### config.mk
export PLATFORM = sky130hd
export DESIGN_NAME = mmv_input_packer
export DESIGN_NICKNAME = d
export VERILOG_FILES = /design/src/rtl/mmv_input_packer.sv
export SDC_FILE = /design/constraint.sdc
export NUM_CORES = 1
export LEC_CHECK = 0
export CAP_MARGIN = 20
export CORE_ASPECT_RATIO = 1.2
export CORE_MARGIN = 2
export CORE_UTILIZATION = 54
export CTS_BUF_LIST = sky130_fd_sc_hd__clkbuf_8 sky130_fd_sc_hd__clkbuf_16
export CTS_CLUSTER_DIAMETER = 40
export DETAILED_ROUTE_END_ITERATION = 10
export PLACE_DENSITY = 0.84
export SYNTH_ARGS = -nofsm -noshare
export SYNTH_HDL_FRONTEND = slang
export SYNTH_SLANG_ARGS = --single-unit
### constraint.sdc
create_clock -name clk -period 5.4 [get_ports clk]
set_input_delay 0.81 -clock clk [delete_from_list [all_inputs] [get_ports clk]]
set_output_delay 0.81 -clock clk [all_outputs]
set_load 0.03 [all_outputs]
### src/rtl/mmv_input_packer.sv
// rtl/mmv_input_packer.sv - packs MMV consecutive input beats into one wide word
// with frame tracking, zero padding of a short final word and tlast.
module mmv_input_packer #(
   parameter int SIMD         = 1,
   parameter int IP_PRECISION = 8,
   parameter int MMV          = 2,
   parameter int IFMChannels  = 2,
   parameter int IFMWidth     = 8,
   parameter int IFMHeight    = 8
) (
   input  logic                             clk,
   input  logic                             resetn,
   input  logic [SIMD*IP_PRECISION-1:0]     ip_axis_tdata,
   input  logic                             ip_axis_tvalid,
   output logic                             ip_axis_tready,
   output logic [MMV*SIMD*IP_PRECISION-1:0] op_axis_tdata,
   output logic                             op_axis_tvalid,
   input  logic                             op_axis_tready,
   output logic                             op_axis_tlast
);

   localparam int BW           = SIMD * IP_PRECISION;
   localparam int OW           = MMV * BW;
   localparam int EFF_CHANNELS = IFMChannels / SIMD;
   localparam int FRAME_BEATS  = IFMHeight * IFMWidth * EFF_CHANNELS;
   localparam int LANE_W       = (MMV > 1) ? $clog2(MMV) : 1;
   localparam int BEAT_W       = (FRAME_BEATS > 1) ? $clog2(FRAME_BEATS) : 1;
   // With MMV==1 there is nothing to accumulate; keep a dummy lane that stays zero.
   localparam int ACC_W        = (MMV > 1) ? (MMV - 1) * BW : BW;

   localparam logic [LANE_W-1:0] LANE_LAST = LANE_W'(MMV - 1);
   localparam logic [BEAT_W-1:0] BEAT_LAST = BEAT_W'(FRAME_BEATS - 1);

   logic [LANE_W-1:0] lane_cnt_q, lane_cnt_d;
   logic [BEAT_W-1:0] beat_cnt_q, beat_cnt_d;
   logic [ACC_W-1:0]  acc_q, acc_d;
   logic [OW-1:0]     tdata_q, tdata_d;
   logic              tvalid_q, tvalid_d;
   logic              tlast_q, tlast_d;

   logic              last_beat;
   logic              completing;
   logic              accept;
   logic              drain;
   logic [OW-1:0]     packed_word;

   assign last_beat      = (beat_cnt_q == BEAT_LAST);
   assign completing     = (lane_cnt_q == LANE_LAST) || last_beat;
   assign ip_axis_tready = !completing || !tvalid_q || op_axis_tready;
   assign accept         = ip_axis_tvalid && ip_axis_tready;
   assign drain          = tvalid_q && op_axis_tready;

   assign op_axis_tdata  = tdata_q;
   assign op_axis_tvalid = tvalid_q;
   assign op_axis_tlast  = tlast_q;

   // Lanes above the current one are already zero in acc, which gives the padding.
   always_comb begin
      packed_word = OW'(acc_q);
      packed_word[int'(lane_cnt_q) * BW +: BW] = ip_axis_tdata;
   end

   always_comb begin
      lane_cnt_d = lane_cnt_q;
      beat_cnt_d = beat_cnt_q;
      acc_d      = acc_q;
      tdata_d    = tdata_q;
      tvalid_d   = tvalid_q;
      tlast_d    = tlast_q;

      if (drain) begin
         tvalid_d = 1'b0;
         tlast_d  = 1'b0;
      end

      if (accept) begin
         if (completing) begin
            tdata_d    = packed_word;
            tvalid_d   = 1'b1;
            tlast_d    = last_beat;
            acc_d      = '0;
            lane_cnt_d = '0;
            beat_cnt_d = last_beat ? '0 : beat_cnt_q + 1'b1;
         end else begin
            acc_d[int'(lane_cnt_q) * BW +: BW] = ip_axis_tdata;
            lane_cnt_d = lane_cnt_q + 1'b1;
            beat_cnt_d = beat_cnt_q + 1'b1;
         end
      end
   end

   always_ff @(posedge clk or negedge resetn) begin
      if (!resetn) begin
         lane_cnt_q <= '0;
         beat_cnt_q <= '0;
         acc_q      <= '0;
         tdata_q    <= '0;
         tvalid_q   <= 1'b0;
         tlast_q    <= 1'b0;
      end else begin
         lane_cnt_q <= lane_cnt_d;
         beat_cnt_q <= beat_cnt_d;
         acc_q      <= acc_d;
         tdata_q    <= tdata_d;
         tvalid_q   <= tvalid_d;
         tlast_q    <= tlast_d;
      end
   end

endmodule

After elaboration in Yosys (flattened, before gate mapping)
Cells that the tools add are included.

word-level totals
  bits in registers = 34
  bits in latches = 0
  memory bits (writable) = 0
  ROM bits = 0
  input bits = 12
  memories = 0

cells by class
  $add $sub $neg = 3
  $mul = 0
  divide/modulo/power cells = 0
  $lt $le $gt $ge = 0
  equal/unequal tests = 1
  shifts and indexed selects = 4
  muxes and demuxes = 12
  bitwise logic cells = 0
  reductions and logical operators = 8

operator list
  cell                       count
  $neg A4 Y33                1
  $shift A8 B33 Y16 const A  1
  $shift A8 B33 Y8 const A   1
  $shiftx A8 B33 Y16         1
  $shiftx A8 B33 Y8          1
  $bwmux W16                 1
  $mux W7                    2
  $bwmux W8                  1
  $mux W8                    1
  $add A7 B1 Y7 const B      1
  $eq A7 B7 Y1 const B       1
  $mux W1                    7
  $logic_or A1 B1 Y1         3
  $logic_and A1 B1 Y1        2
  $logic_not A1 Y1           2
  $reduce_and A2 Y1          1
  $add A1 B1 Y1 const B      1

Logic depth before layout (Yosys ltp)
  word-level depth = 7
  depth in mapped cells = 6
  mapped depth without buffers = 5

Least setup slack after synthesis
No wires, ideal clock.

  path kind = input port to output port
  start point = in op_axis_tready
  end point = out ip_axis_tready
  arrival time = 1.513 ns
  slack = 3.077 ns
  cell stages on the path = 3
  path buffers = 1
  path through = nand2b_1 -> o31a_1 -> buf_6

between the ends
  word-level cells in the longest chain between the ends = 1

RTL lines
  what                line  RTL
  start: declaration  18    input logic op_axis_tready,
  $logic_or A1 B1 Y1  49    assign ip_axis_tready = !completing || !tvalid_q || op_axis_tready;
  end: declaration    15    output logic ip_axis_tready,

No other way between the ends.

Worst setup path in the final report
Ends and elaborated chain as after synthesis.

==> flow_metrics.tcl <==
set metrics [dict create \
    status "complete, no violations" \
    setup.worst_path.end "ip_axis_tready" \
    ys_warn_count 0 \
    diodes 0 \
    fin_util 0.739 \
    synth_area_leader_cell "dfrtp_1" \
    most-common-layout-cells "dfrtp_1, clkdlybuf4s50_1, a22o_1" \
    setup_viol 0 \
    cp_max_fo 8 \
    place_hpwl_um 2020 \
    coreArea_mm2 0.00258 \
    seqPwrFrac 0.409 \
    cts.sinks 34 \
    avgViaCountPerCell 5.93 \
    finClkSkew_ns 0.00867 \
    grtUsageTotal 0.224 \
    syn_to_final_growth_pct 27.2 \
    die_area_mm2 0.00321 \
    hold_slack_ns 0.476 \
    fp.dieW_um 52.1 \
    peakVddDrop_uv 356 \
    postRouteAntennaNets 0 \
    htree_levels 2 \
    grt_pass1_wl_um 4970 \
    portBuffers 30 \
    syn_area_mm2 0.00150 \
    tightest_slew_ns 0.633 \
    nNetsFinal 154 \
    fin_setup_tns_ns 0 \
    slew_headroom 0.576 \
    ios 31 \
    rsz0062_at_grt "false" \
    fin_crit_ns 3.43 \
    wl_per_cell_um 16.9 \
    p_clk_frac 0.189 \
    grt_pass1_vias 1085 \
    clk_latency_ns 0.29 \
    synth-edff-count 0 \
    cp.required_ns 4.59 \
    drt_wl_total_um 2960 \
    first_iter_violations 31 \
    arrival_ns 2.62 \
    clock.fmax_mhz 292 \
    finalCritPeriodShare 0.635 \
    grt.overflow.total 0 \
    total_power_mw 1.01 \
    clk_path_buf_depth 2 \
    syn_nets 121 \
    r2r-start "beat_cnt_q[0]" \
    ys_seq_area_frac 0.568 \
    combPwrFrac 0.401 \
    setup_slack_ns 1.97 \
    postCtsResizedCells 0 \
    end_kind "output pin" \
    synth_top_area_frac 0.568 \
    gp_congestion 0.753 \
    synth_cell_types 32 \
    p_leak_nw 0.857 \
    fp-row-count 20 \
    cts_setup_buffers 0 \
    firstDrtPassIters 4 \
    cts_made_buffers 5 \
    drive_above_1_share 0.232 \
    r2r_setup_slack_ns 3.51 \
    p_int_mw 0.647 \
    reg2reg_depth 5 \
    syn_avg_cell_area_um2 13.9 \
    p_sw_mw 0.364 \
    drc_errors 0 \
    cts_tree "yes" \
    cap_violations 0 \
    ys_top_cells_by_area "dfrtp_1, mux2_2, a22o_1" \
    ctsHoldBuffers 0 \
    syn-instance-count 108 \
    dpl_worst_slack_ns 1.96 \
    start_kind "input pin" \
    min_path_type "register to register" \
    antenna_found_initial 0 \
    root_buffer "clkbuf_8" \
    swShare 0.360 \
    initial_core_util 0.581 \
    hold_start "beat_cnt_q[6]" \
    rr_endpoint "op_axis_tdata[4]" \
    pwr_density_cell_mw_per_mm2 530 \
    layout_commonest_cell "dfrtp_1" \
    async_flop_share 1.00 \
    ys_ff_latch 34 \
    num_vias 1038 \
    die_h_um 61.7 \
    crit_type "input pin to output pin" \
    crit_path_start "op_axis_tready" \
    hold_violations 0 \
    drv_slew 0 \
    path_clk_slew_ns 0.07 \
    grt_max_degree 35 \
    ys.flop_type "dfrtp_1" \
]
cells by family (layout without fill, tap and decap cells):
| logic type | Yosys count | in the layout | synth area share |
|---|---|---|---|
| buffers and inverters | 6 | 40 | 0.0242 |
| muxes | 18 | 18 | 0.140 |
| adders and majority gates | 1 | 1 | 0.00835 |
| AOI/OAI and AO/OA | 26 | 26 | 0.155 |
| DFF | 34 | 34 | 0.568 |
| and+or+nand+nor | 20 | 20 | 0.0869 |
| xor gates and xnor gates | 3 | 3 | 0.0175 |
metal layers:
metal  vias up  share of wire  track usage
li1        471              -            -
met5         -              0            0
met2        28           0.51        0.362
met4         0          0.039        0.150
met3        13          0.042       0.0694
met1       526           0.40        0.258
power groups by stage:
| stage | sequential [mW] | clock, mW | combinational, mW |
|---|---|---|---|
| final | 0.414 | 0.191 | 0.406 |
| after global routing | 0.426 | 0.207 | 0.430 |
| after CTS | 0.414 | 0.198 | 0.411 |
| after detailed placement | 0.416 | 0 | 0.409 |
| after global placement | 0.411 | 0 | 0.398 |
| after floorplan | 0.507 | 0 | 0.158 |
area by class of cell:
type | count | area, µm²
Multi-Input combinational cell | 68 | 611
Inverter | 1 | 3.75
Sequential cell | 34 | 851
Clock buffer | 6 | 82.6
Timing Repair Buffer | 31 | 308
Tap cell | 33 | 41.3
Clock inverter | 2 | 8.76
Fill cell | 167 | 672
metrics by stage:
step	area, µm²	cells
global route	1910	175
detailed placement	1810	167
global placement	1810	167
floorplan	1500	108
CTS	1910	175
finish	1910	175
flip-flops by register name, indices dropped and copies added (netlist names):
| name | flops |
|---|---|
| op_axis_tlast | 1 |
| op_axis_tdata | 16 |
| beat_cnt_q | 7 |
| op_axis_tvalid | 1 |
| acc_q | 8 |
| lane_cnt_q | 1 |
critical path, stage by stage:
cell and delay (ns):
clkdlybuf4s50_1 0.46, nand2b_1 0.25, o31a_1 0.36, clkdlybuf4s50_1 0.73
Yosys cell counts, drive strengths merged, types with 2 or more instances:
| master | n |
|---|---|
| a22o | 16 |
| a21o | 2 |
| xnor2 | 3 |
| a31oi | 2 |
| buf | 5 |
| dfrtp | 34 |
| nor2 | 4 |
| nand3 | 3 |
| and3 | 4 |
| mux2 | 18 |
| nand2 | 4 |
worst min-delay path by stage:
stage / end / slack (ns) / depth (start not counted)
finish: beat_cnt_q[6] / 0.48 / 1
global placement: beat_cnt_q[6] / 0.46 / 1
global route: beat_cnt_q[6] / 0.51 / 1
floorplan: beat_cnt_q[6] / 0.45 / 1
CTS: beat_cnt_q[6] / 0.48 / 1
detailed placement: beat_cnt_q[6] / 0.47 / 1
Note: power is estimated with default switching activity, not from simulation.
